==> config.mk <==
export PLATFORM = sky130hd
export DESIGN_NAME = uart_rx_fsm
export DESIGN_NICKNAME = d
export VERILOG_FILES = /design/src/rtl/uart_pkg.sv /design/src/rtl/uart_rx_sync.sv /design/src/rtl/uart_rx_fsm.sv
export SDC_FILE = /design/constraint.sdc
export NUM_CORES = 1
export LEC_CHECK = 0
export ABC_AREA = 1
export CAP_MARGIN = 20
export CORE_MARGIN = 4
export CORE_UTILIZATION = 40
export DETAILED_ROUTE_END_ITERATION = 6
export PLACE_DENSITY = 0.6
export SETUP_SLACK_MARGIN = 0.1
export SLEW_MARGIN = 5
export SYNTH_ARGS = -nofsm -noshare
export SYNTH_HDL_FRONTEND = slang
export SYNTH_SLANG_ARGS = --single-unit
==> constraint.sdc <==
create_clock -name clk -period 1.5 [get_ports clk]
set_input_delay 0.375 -clock clk [delete_from_list [all_inputs] [get_ports clk]]
set_output_delay 0.375 -clock clk [all_outputs]
set_load 0.005 [all_outputs]
==> src/rtl/uart_pkg.sv <==
// Shared types and constants for the UART receiver.
package uart_pkg;

  typedef enum logic [2:0] {
    IDLE,
    START,
    DATA,
    PARITY,
    STOP
  } rx_state_t;

  localparam int   SYNC_STAGES = 2;
  localparam logic START_BIT   = 1'b0;
  localparam logic STOP_BIT    = 1'b1;

endpackage

==> src/rtl/uart_rx_sync.sv <==
// Multi-flop synchronizer for the asynchronous serial input.
// Resets to 1 so an idle (high) line is not mistaken for a start bit.
module uart_rx_sync
  import uart_pkg::*;
(
  input  logic clk,
  input  logic rst,
  input  logic rx,
  output logic rx_s
);

  logic [SYNC_STAGES-1:0] sync_q;

  // Shift the raw line through the synchronizer chain.
  // NOTE: clocked state uses non-blocking assignments so every flop samples the pre-edge values.
  always_ff @(posedge clk or posedge rst) begin
    if (rst) begin
      sync_q <= '1;
    end else begin
      sync_q <= {sync_q[SYNC_STAGES-2:0], rx};
    end
  end

  assign rx_s = sync_q[SYNC_STAGES-1];

endmodule

==> src/rtl/uart_rx_fsm.sv <==
// UART receiver: 1 start bit, DW data bits (LSB first), optional even parity,
// 1 stop bit. Bit period is clkdiv+1 clocks, latched at frame start.
// Optional feature: define UART_RX_PARITY_EN to expect an even-parity bit
// after the data; otherwise parity_err is tied low.
module uart_rx_fsm
  import uart_pkg::*;
#(
  parameter int DW = 8
) (
  input  logic          clk,
  input  logic          rst,
  input  logic          rx,
  input  logic [7:0]    clkdiv,
  output logic [DW-1:0] rx_data,
  output logic          rx_valid,
  output logic          frame_err,
  output logic          rx_busy,
  output logic          parity_err
);

  localparam logic [3:0] LAST_BIT = 4'(DW - 1);

  rx_state_t     state, state_d;
  logic          rx_s;
  logic [7:0]    div_q;
  logic [7:0]    baud_cnt;
  logic [3:0]    bit_cnt;
  logic [DW-1:0] shreg;
  logic          brk_wait;
  logic          mid_hit, bit_hit;
  logic          load_div, cnt_clr, bit_clr, shift_en, par_en, stop_ok, stop_bad;
  logic          par_bad;

  uart_rx_sync u_sync (
    .clk  (clk),
    .rst  (rst),
    .rx   (rx),
    .rx_s (rx_s)
  );

  // The start bit is checked half a period in; restarting the counter there
  // puts every later full-period tick in the middle of its bit.
  assign mid_hit = (baud_cnt == {1'b0, div_q[7:1]});
  assign bit_hit = (baud_cnt == div_q);
  assign rx_busy = (state != IDLE);

  // State register.
  always_ff @(posedge clk or posedge rst) begin
    if (rst) state <= IDLE;
    else     state <= state_d;
  end

  // Next-state and per-cycle control strobes.
  // NOTE: every output of this block is given a default first so no latch is inferred.
  always_comb begin
    state_d  = state;
    load_div = 1'b0;
    cnt_clr  = 1'b0;
    bit_clr  = 1'b0;
    shift_en = 1'b0;
    par_en   = 1'b0;
    stop_ok  = 1'b0;
    stop_bad = 1'b0;
    case (state)
      IDLE: begin
        if (rx_s == START_BIT && !brk_wait) begin
          state_d  = START;
          load_div = 1'b1;
          cnt_clr  = 1'b1;
        end
      end
      START: begin
        if (mid_hit) begin
          cnt_clr = 1'b1;
          bit_clr = 1'b1;
          state_d = (rx_s == STOP_BIT) ? IDLE : DATA;
        end
      end
      DATA: begin
        if (bit_hit) begin
          shift_en = 1'b1;
          if (bit_cnt == LAST_BIT) begin
`ifdef UART_RX_PARITY_EN
            state_d = PARITY;
`else
            state_d = STOP;
`endif
          end
        end
      end
      PARITY: begin
        if (bit_hit) begin
          par_en  = 1'b1;
          state_d = STOP;
        end
      end
      STOP: begin
        if (bit_hit) begin
          state_d = IDLE;
          if (rx_s == STOP_BIT) stop_ok  = 1'b1;
          else                  stop_bad = 1'b1;
        end
      end
      default: state_d = IDLE;
    endcase
  end

  // Baud counter, divisor latch and data bit counter.
  always_ff @(posedge clk or posedge rst) begin
    if (rst) begin
      baud_cnt <= '0;
      div_q    <= '0;
      bit_cnt  <= '0;
    end else begin
      if (load_div) div_q <= clkdiv;
      if (state == IDLE || cnt_clr || bit_hit) baud_cnt <= '0;
      else                                     baud_cnt <= baud_cnt + 8'd1;
      if (bit_clr)       bit_cnt <= '0;
      else if (shift_en) bit_cnt <= bit_cnt + 4'd1;
    end
  end

  // Data shift register (LSB arrives first, so shift right into the MSB).
  always_ff @(posedge clk or posedge rst) begin
    if (rst)           shreg <= '0;
    else if (shift_en) shreg <= {rx_s, shreg[DW-1:1]};
  end

  // Break handling: after a bad stop bit, ignore the low line until it idles high.
  always_ff @(posedge clk or posedge rst) begin
    if (rst)                                     brk_wait <= 1'b0;
    else if (stop_bad)                           brk_wait <= 1'b1;
    else if (state == IDLE && rx_s == STOP_BIT)  brk_wait <= 1'b0;
  end

`ifdef UART_RX_PARITY_EN
  // Even parity: the data bits plus the parity bit must XOR to 0.
  always_ff @(posedge clk or posedge rst) begin
    if (rst)         par_bad <= 1'b0;
    else if (par_en) par_bad <= (^shreg) ^ rx_s;
  end
`else
  assign par_bad = 1'b0;
`endif

  // Result registers and single-cycle status pulses.
  always_ff @(posedge clk or posedge rst) begin
    if (rst) begin
      rx_data    <= '0;
      rx_valid   <= 1'b0;
      frame_err  <= 1'b0;
      parity_err <= 1'b0;
    end else begin
      rx_valid   <= stop_ok && !par_bad;
      frame_err  <= stop_bad;
      parity_err <= stop_ok && par_bad;
      if (stop_ok && !par_bad) rx_data <= shreg;
    end
  end

endmodule
==> results.cfg, run 1 <==
[synth]
netlist.area_leader.share_pct = 48.7
synth_area_sq_mm = 0.00216
synth-seq-cells = 44
post_synth.cell_area_avg_sq_um = 8.27
synthArstFlopShare_pct = 100
synth_seq_area_share_pct = 51.1
ys_warn_count = 0
syn_nets = 274
yosysTopAreaCell = dfrtp_1
netlist_instances = 261
synthDistinctLibCells = 30
synth_flop_cell = dfrtp_1
synth_area_leaders = dfrtp_1 49%, nand2_1 14%, inv_1 5.6%, nor2_1 5.6%, o21ai_2 3.7%
synth_edf_count = 0

[clock_tree]
cts_buffers = 5
htreeDepth = 2
worstSkewPairLatency_ns = 0.30
cts_tree = yes
clock-sinks = 44
clockBufferDepth = 2
root_buffer = clkbuf_8
cts-hold-fix-buffers = 0
clk_pin_slew_worst_paths_ns = 0.09

[timing]
timing.fmax_mhz = 656
setup_viol = 6
fin_worst_skew_ns = 0.00619
fin_crit_sh_pct = 102
rsz0062_at_grt = yes
timing.final.ws_setup_ns = -0.0245
report.final.slew_viol_count = 0
timing.final.crit_period_ns = 1.52
hold_slack_ns = 0.363
hold_viol_final = 0

[final_layout]
drive_gt1_share_pct = 36.4
syn_to_final_growth_pct = 45.7
num-nets-final = 336
antennaDiodeCount = 0
final_common_cell = nand2_1
nFillCells = 442
layout_common_cells = 58 x nand2_1, 41 x dfrtp_1, 26 x inv_1, 26 x buf_4, 23 x nor2_1

[global_route]
grt_util_all_layers_pct = 15.1
grt_max_degree = 45
grt_pass1_vias = 1743
grt_pass1_wl_microns = 7740
grt-ovfl-total = 0
antenna_found_initial = 0

[setup_path]
end_kind = register
crit_chain = xnor2_1 > nand2_2 > nor2_4 > nand2_4 > nor2_8 > clkbuf_16 > o21ai_1
r2r_slack_ns = -0.02
slowest_stage = dfrtp_2
startpoint_type = register
cp.arrival_ns = 1.71
worst-path-max-fanout = 7
required_ns = 1.69
rr_worst_depth = 7
path_class = register to register
max_stage_delay_ns = 0.43

[detailed_routing]
drc_errors = 0
drt_iter0_markers = 83
dr_total_vias = 1790
ant_nets = 0
wl_microns = 4670
drt_first_pass_iters = 4
wire_per_inst_microns = 11.9
via_per_inst = 4.54

[outcome]
status = finished with violations
violations = setup timing

[placement]
globalplace.congestion = 0.821
port_buffers = 21
place_hpwl_microns = 2970

[power]
irDropWorstVdd_v = 0.000784
power_density_mw_per_mm2 = 1360
p_total_uw = 4280
power_leakage_uw = 0.00158

[floorplan]
initial_utilization_pct = 41.7
die_w_microns = 81.5
dieHeight_microns = 81.5
io_pins = 23
rows = 26
dieArea_sq_mm = 0.00663
coreArea_sq_mm = 0.00517

[worst_hold_path]
hold_depth = 0
hold_class = register to register

[run]
cap_violations = 0
-- cells in the mapped netlist (all sizes together), types with 3 or more instances --
| cell type | count |
|---|---|
| a21oi | 8 |
| buf | 4 |
| dfrtp | 42 |
| inv | 36 |
| nand2 | 80 |
| nand3 | 11 |
| nor2 | 35 |
| nor3 | 7 |
| o21ai | 21 |
| xnor2 | 3 |
| xor2 | 4 |
-- power by group --
part	switching, uW	internal, uW	total [uW]
Clock	418	545	963
Combinational	1000	783	1790
Sequential	157	1370	1530
Total	1580	2700	4280
-- routing by layer --
layer | part of all wire, % | global-route usage, % | vias to the layer above
li1 | - | - | 929
met1 | 51 | 21.5 | 829
met2 | 45 | 22.7 | 25
met3 | 3.2 | 3.84 | 7
met4 | 1.5 | 4.73 | 0
met5 | 0 | 0 | -
-- state kept, by name, summed over array words and instances, names as in the netlist --
| name | flops |
|---|---|
| baud_cnt | 8 |
| div_q | 8 |
| rx_data | 8 |
| shreg | 8 |
| bit_cnt | 4 |
| state | 3 |
| u_sync.sync_q | 2 |
| brk_wait | 1 |
| frame_err | 1 |
| rx_valid | 1 |
-- stage by stage --
step	TNS (ns)	cells	cell area, sq um	util, %	setup slack [ns]
4_1_cts	-0.0724	385	2940	56.9	-0.0401
3_3_place_gp	0	364	2580	50.0	0.0183
2_1_floorplan	0	261	2170	-	0.122
6_report	-0.0672	394	3150	60.8	-0.0245
3_5_place_dp	-0.225	364	2580	50.0	-0.0364
5_1_grt	-2.04	394	3150	60.8	-0.128
-- worst max-delay path: cells and delay by family, from the launching register on --
family / cells / cell delay [ns]
DFF: 1 / 0.43
buffers and inverters: 1 / 0.19
xor gates and xnor gates: 1 / 0.17
and+or+nand+nor: 4 / 0.57
AOI/OAI and AO/OA: 1 / 0.06
-- path summary, 6_finish.rpt --
check | start | to
max reg2reg | baud_cnt[6] | shreg[4]
min reg2reg | u_sync.sync_q[0] | u_sync.sync_q[1]
max | baud_cnt[6] | shreg[4]
min | u_sync.sync_q[0] | u_sync.sync_q[1]
min in group asynchronous | rst | shreg[4]
max in group asynchronous | rst | u_sync.sync_q[1]
-- kinds of logic after synthesis --
group | share of synthesized area (%)
buffers and inverters | 8.06
other | 0.174
adder cells (fa/ha/maj) | 1.16
flip-flops | 51.1
AND/OR/NAND/NOR | 27.7
AO/OA/AOI/OAI | 8.99
XOR/XNOR | 2.84
-- area by class of cell --
cell class	count	area (sq um)	area share [%]
Timing Repair Buffer	59	583	18.5
Sequential cell	44	1100	35.1
Inverter	36	144	4.57
Clock inverter	2	38.8	1.23
Tap cell	70	87.6	2.78
Multi-Input combinational cell	177	1100	35.1
Clock buffer	6	82.6	2.63
-- timing repair --
item | 4_1_cts | 5_1_grt
gates cloned | 1 | 1
endpoints found under the setup margin | 42 | 46
setup buffers | 13 | 9
gates resized for setup | 55 | 43
pin swaps | 11 | 21
Power figures use the tool's default switching activity.
==> run 2, diff against run 1 <==
SYNTH_HIERARCHICAL = 1   (was not set)
==> run 2 against run 1 <==
The flow still finishes with violations (setup timing). Worst hold slack worse by 0.0032 ns. Synthesized cell count is 11% higher. Combinational power is 3% higher. Critical endpoint is now rx_data[1].
==> results.cfg, run 2 <==
[placement]
pre_cts_ws_ns = -0.0453
postPlaceCellArea_sq_mm = 0.00270
port_buffers = 21
dp.cells = 399
globalplace.congestion = 0.828
place_hpwl_microns = 3310

[setup_path]
required_ns = 1.70
cp.arrival_ns = 1.75
rr_worst_depth = 10
path_class = register to register
startpoint_type = register
end_kind = register
worst-path-max-fanout = 8

[timing]
report.final.slew_viol_count = 0
rsz0062_at_grt = yes
fin_crit_sh_pct = 104
timing.fmax_mhz = 643
timing.final.crit_period_ns = 1.55
fin_worst_skew_ns = 0.00721
hold_slack_ns = 0.360
setup_viol = 18
timing.final.ws_setup_ns = -0.0548
hold_viol_final = 0

[final_layout]
design_area_sq_mm = 0.00328
drive_gt1_share_pct = 44.1
num-nets-final = 368
fin_cells = 428
antennaDiodeCount = 0
layout_common_cells = 72 x nand2_1, 37 x dfrtp_1, 34 x buf_4
syn_to_final_growth_pct = 46.0
final_common_cell = nand2_1

[synth]
synth_edf_count = 0
netlist.area_leader.share_pct = 46.8
syn_nets = 302
yosysTopAreaCell = dfrtp_1
synthDistinctLibCells = 30
synth_area_leaders = dfrtp_1 47%, nand2_1 17%, nor2_1 5.9%, inv_1 5.5%, o21ai_2 3.1%
ys_warn_count = 6
synthArstFlopShare_pct = 100
netlist_instances = 289
synth_seq_area_share_pct = 49.2
synth_area_sq_mm = 0.00224
synth_most_common_cell = nand2_1
post_synth.cell_area_avg_sq_um = 7.77
synth_flop_cell = dfrtp_1
netlist_top_cells_count = 99 x nand2_1, 42 x dfrtp_1, 35 x nor2_1
synth-seq-cells = 44

[worst_hold_path]
hold_depth = 0
hold_class = register to register

[power]
power_density_mw_per_mm2 = 1320
irDropWorstVdd_v = 0.000758
power_leakage_uw = 0.00161

[detailed_routing]
wl_microns = 5350
via_per_inst = 4.77
wire_per_inst_microns = 12.5
dr_total_vias = 2041
drt_first_pass_iters = 4
ant_nets = 0
drc_errors = 0
drt_iter0_markers = 97

[global_route]
antenna_found_initial = 0
grt_util_all_layers_pct = 14.9
grt_max_degree = 43
grt-ovfl-total = 0
grt_pass1_vias = 1794
grt_pass1_wl_microns = 8320

[run]
cap_violations = 0

[floorplan]
die_w_microns = 82.9
io_pins = 23
coreArea_sq_mm = 0.00547
rows = 27
dieArea_sq_mm = 0.00687
dieHeight_microns = 82.9
initial_utilization_pct = 41.0

[clock_tree]
clk_pin_slew_worst_paths_ns = 0.09
clockBufferDepth = 2
htreeDepth = 2
root_buffer = clkbuf_8
cts_buffers = 5
worstSkewPairLatency_ns = 0.30
cts_tree = yes
clock-sinks = 44

[outcome]
status = finished with violations
violations = setup timing
==> run 2: changes by cell type in the layout (fill, tap and decap cells not counted), sizes merged, moves of 2 or more <==
cell / before / now
inv: 35 / 39
a21oi: 8 / 12
nand2: 80 / 103
buf: 37 / 42
nor2: 35 / 37
xnor2: 3 / 1
dlygate4sd2: 7 / 10
nand3: 11 / 9
clkdlybuf4s15: 3 / 0
==> run 2: cell families (layout without fill, tap and decap cells) <==
| logic type | count (synthesis) | count (layout) | share of synthesized area, % |
|---|---|---|---|
| xor gates and xnor gates | 4 | 4 | 1.56 |
| DFF | 44 | 44 | 49.2 |
| AOI/OAI and AO/OA | 35 | 35 | 9.70 |
| adders and majority gates | 2 | 2 | 1.11 |
| and+or+nand+nor | 158 | 159 | 29.4 |
| buffers and inverters | 45 | 111 | 8.92 |
| other | 1 | 1 | 0.167 |
==> run 2: repair_timing <==
action / 4_1_cts / 5_1_grt
hold buffers: 0 / 0
pin swaps: 15 / 20
buffers inserted: 9 / 10
endpoints found under the setup margin: 44 / 38
gates cloned: 1 / 1
gates resized for setup: 56 / 54
==> run 2: final timing paths <==
check	slack, ns	start	end
setup / recovery	-0.05	div_q[3]	rx_data[1]
hold / removal	0.36	u_sync/sync_q[0]	u_sync/sync_q[1]
setup reg to reg	-0.05	div_q[3]	rx_data[1]
hold reg to reg	0.36	u_sync/sync_q[0]	u_sync/sync_q[1]
max in group asynchronous	0.83	rst	baud_cnt[3]
min in group asynchronous	0.41	rst	u_sync/sync_q[1]
==> run 2: layer usage <==
layer	part of all wire (%)	track usage [%]
met5	0	0
met4	1.5	5.79
met3	3.6	3.37
met2	47	21.7
met1	48	21.4
==> run 2: through the flow <==
stage                     TNS [ns]  power, uW  util, %
final                       -0.545       4330     59.9
after global routing         -3.16       4640     59.9
after CTS                   -0.295       4030     55.1
after detailed placement    -0.362       2990     49.4
after global placement      -0.276       2960     49.4
after floorplan                  0       2450        -
==> run 2: critical path, stage by stage (launching register included) <==
cell     delay (ns)
dfrtp_1        0.42
inv_2          0.07
nand2_2        0.06
nand2_2        0.06
nor2_2         0.12
nand2_2        0.07
nor2_4         0.19
buf_12         0.14
nand3_4        0.14
nand2_2        0.12
o21ai_2        0.05
==> run 2: layout make-up <==
class / instances / area [sq um]
Inverter: 39 / 146
Clock buffer: 5 / 68.8
Fill cell: 502 / 2200
Tap cell: 72 / 90.1
Multi-Input combinational cell: 201 / 1220
Timing Repair Buffer: 64 / 598
Clock inverter: 3 / 47.5
Sequential cell: 44 / 1110
==> run 2: power breakdown <==
part	switching [uW]	leakage (uW)	internal, uW
Clock	437	0.0000583	502
Sequential	187	0.000571	1370
Combinational	1040	0.000980	798
==> run 3, diff against run 2 <==
--- a/config.mk
+++ b/config.mk
@@ -10,5 +10,5 @@
 export CORE_MARGIN = 4
-export CORE_UTILIZATION = 40
+export CORE_UTILIZATION = 39
 export DETAILED_ROUTE_END_ITERATION = 6
-export PLACE_DENSITY = 0.6
+export PLACE_DENSITY = 0.58
 export SETUP_SLACK_MARGIN = 0.1
==> constraint.sdc (replaced) <==
create_clock -name clk -period 1.5 [get_ports clk]
set_input_delay 0.225 -clock clk [delete_from_list [all_inputs] [get_ports clk]]
set_output_delay 0.225 -clock clk [all_outputs]
set_load 0.005 [all_outputs]
==> run 3 against run 2 <==
Critical path depth unchanged. Critical endpoint is now shreg[6]. Sequential power about the same. Via count down 6.2%. Non-clock buffer count down 7. Worst setup slack better by 0.025 ns. The run still ends with setup timing left. Global-route usage down 0.28 points. First-iteration DRC count down 13%. Critical path type unchanged.
==> results.cfg, run 3 (synthesis results as in run 2) <==
[detailed_routing]
wl_met1_microns = 2520
wl_microns = 4960
via_per_inst = 4.55
drt_iter0_markers = 84
met3_length_microns = 190
wl_met2_microns = 2200
ant_nets = 0
highest_layer = met4
dr_total_vias = 1915
drt_first_pass_iters = 4
wire_per_inst_microns = 11.8
drc_errors = 0

[setup_path]
crit_chain = inv_2 > nand2_1 > nand2_1 > nor2_1 > nand2_1 > nor2_4 > nand2_4 > clkbuf_16 > nand2_2 > o21ai_1
worst-path-max-fanout = 8
startpoint_type = register
path_common_cell = nand2_1
slowest_stage = dfrtp_1
cp.arrival_ns = 1.73
required_ns = 1.70
worstReg2RegEnd = shreg[6]
r2r_slack_ns = -0.03
path_class = register to register
end_kind = register
rr_worst_depth = 10
worstReg2RegStart = div_q[5]
max_stage_delay_ns = 0.42

[final_layout]
syn_to_final_growth_pct = 38.7
layout_common_cells = 86 x nand2_1, 39 x dfrtp_1, 30 x buf_4
nFillCells = 533
antennaDiodeCount = 0
drive_gt1_share_pct = 33.2
num-nets-final = 361
utilization_pct = 56.2
final_common_cell = nand2_1

[clock_tree]
htreeDepth = 2
clock-sinks = 44
cts_buffers = 5
root_buffer = clkbuf_8
clk_pin_slew_worst_paths_ns = 0.09
cts_tree = yes
worstSkewPairLatency_ns = 0.30
clockBufferDepth = 2

[power]
irDropWorstVdd_v = 0.000797
power_leakage_uw = 0.00161
power_density_mw_per_mm2 = 1330

[global_route]
grt_pass1_wl_microns = 8400
grt_max_degree = 43
antenna_found_initial = 0
grt_util_all_layers_pct = 14.6
grt-ovfl-total = 0
grt_pass1_vias = 1843

[timing]
rsz0062_at_grt = yes
timing.fmax_mhz = 654
timing.final.crit_period_ns = 1.53
setup_viol = 16
fin_crit_sh_pct = 102
hold_viol_final = 0
timing.final.ws_setup_ns = -0.0297
fin_worst_skew_ns = 0.00776
report.final.slew_viol_count = 0

[placement]
pre_cts_ws_ns = -0.0516
place_hpwl_microns = 3240
globalplace.congestion = 0.895
port_buffers = 21

[floorplan]
initial_utilization_pct = 40.5
rows = 27
dieArea_sq_mm = 0.00703
die_w_microns = 83.9
dieHeight_microns = 83.9
coreArea_sq_mm = 0.00554
io_pins = 23

[worst_hold_path]
hold_class = input pin to asynchronous set/reset pin

[outcome]
violations = setup timing
status = finished with violations

[run]
cap_violations = 0
-- run 3: cell count changes in the layout (fill, tap and decap cells not counted), sizes merged --
cell	delta
dlymetal6s2s	+5
buf	-7
dlygate4sd2	-7
clkinvlp	+1
inv	+1
clkdlybuf4s50	+2
clkinv	-2
-- run 3: critical path, delay by kind of cell, from the launching register on --
family	cells	cell delay [ns]
AOI/OAI and AO/OA	1	0.05
and+or+nand+nor	7	0.70
DFF	1	0.42
buffers and inverters	2	0.26
-- run 3: report_power, final --
part / switching, uW / internal (uW)
registers: 179 / 1370
logic: 916 / 733
clock network: 432 / 502
total: 1530 / 2600
-- run 3: area by class of cell --
cell class	instances	area (sq um)	share of cell area (%)
Tap cell	72	90.1	2.89
Clock inverter	3	46.3	1.49
Timing Repair Buffer	57	554	17.8
Multi-Input combinational cell	201	1100	35.4
Inverter	39	146	4.70
Sequential cell	44	1110	35.6
Clock buffer	5	68.8	2.21
-- run 3: worst max-delay path by stage --
stage                     depth (start not counted)         from  slack [ns]     endpoint
after floorplan                                  10  baud_cnt[0]        0.10   bit_cnt[0]
after global placement                           10     div_q[5]       -0.04     state[1]
after detailed placement                          9     div_q[2]       -0.05  baud_cnt[4]
after CTS                                        10  baud_cnt[5]       -0.02   rx_data[1]
after global routing                             10     div_q[5]       -0.15   rx_data[4]
final                                            10     div_q[5]       -0.03     shreg[6]
-- run 3: metrics by stage --
stage	hold slack (ns)	setup TNS, ns	instances	total power (uW)	instance area, sq um
6_report	0.262	-0.253	421	4130	3110
4_1_cts	0.264	-0.156	415	4040	2950
3_3_place_gp	0.345	-0.429	397	2940	2670
3_5_place_dp	0.347	-0.409	397	2960	2670
5_1_grt	0.264	-3.30	421	4450	3110
2_1_floorplan	0.137	0	289	2450	2240
-- run 3: routing by layer --
| metal | up-vias | track usage [%] |
|---|---|---|
| met1 | 877 | 21.2 |
| met4 | 0 | 4.39 |
| met5 | - | 0 |
| met2 | 27 | 21.8 |
| met3 | 5 | 3.16 |
| li1 | 1006 | - |
-- run 3: repair_timing --
item                                    CTS  global route
hold endpoints to repair                  0             0
pin swaps                                 6            15
endpoints found under the setup margin   37            40
hold buffers                              0             0
gates resized for setup                  30            39
setup buffers                             8             5
gates cloned                              2             1
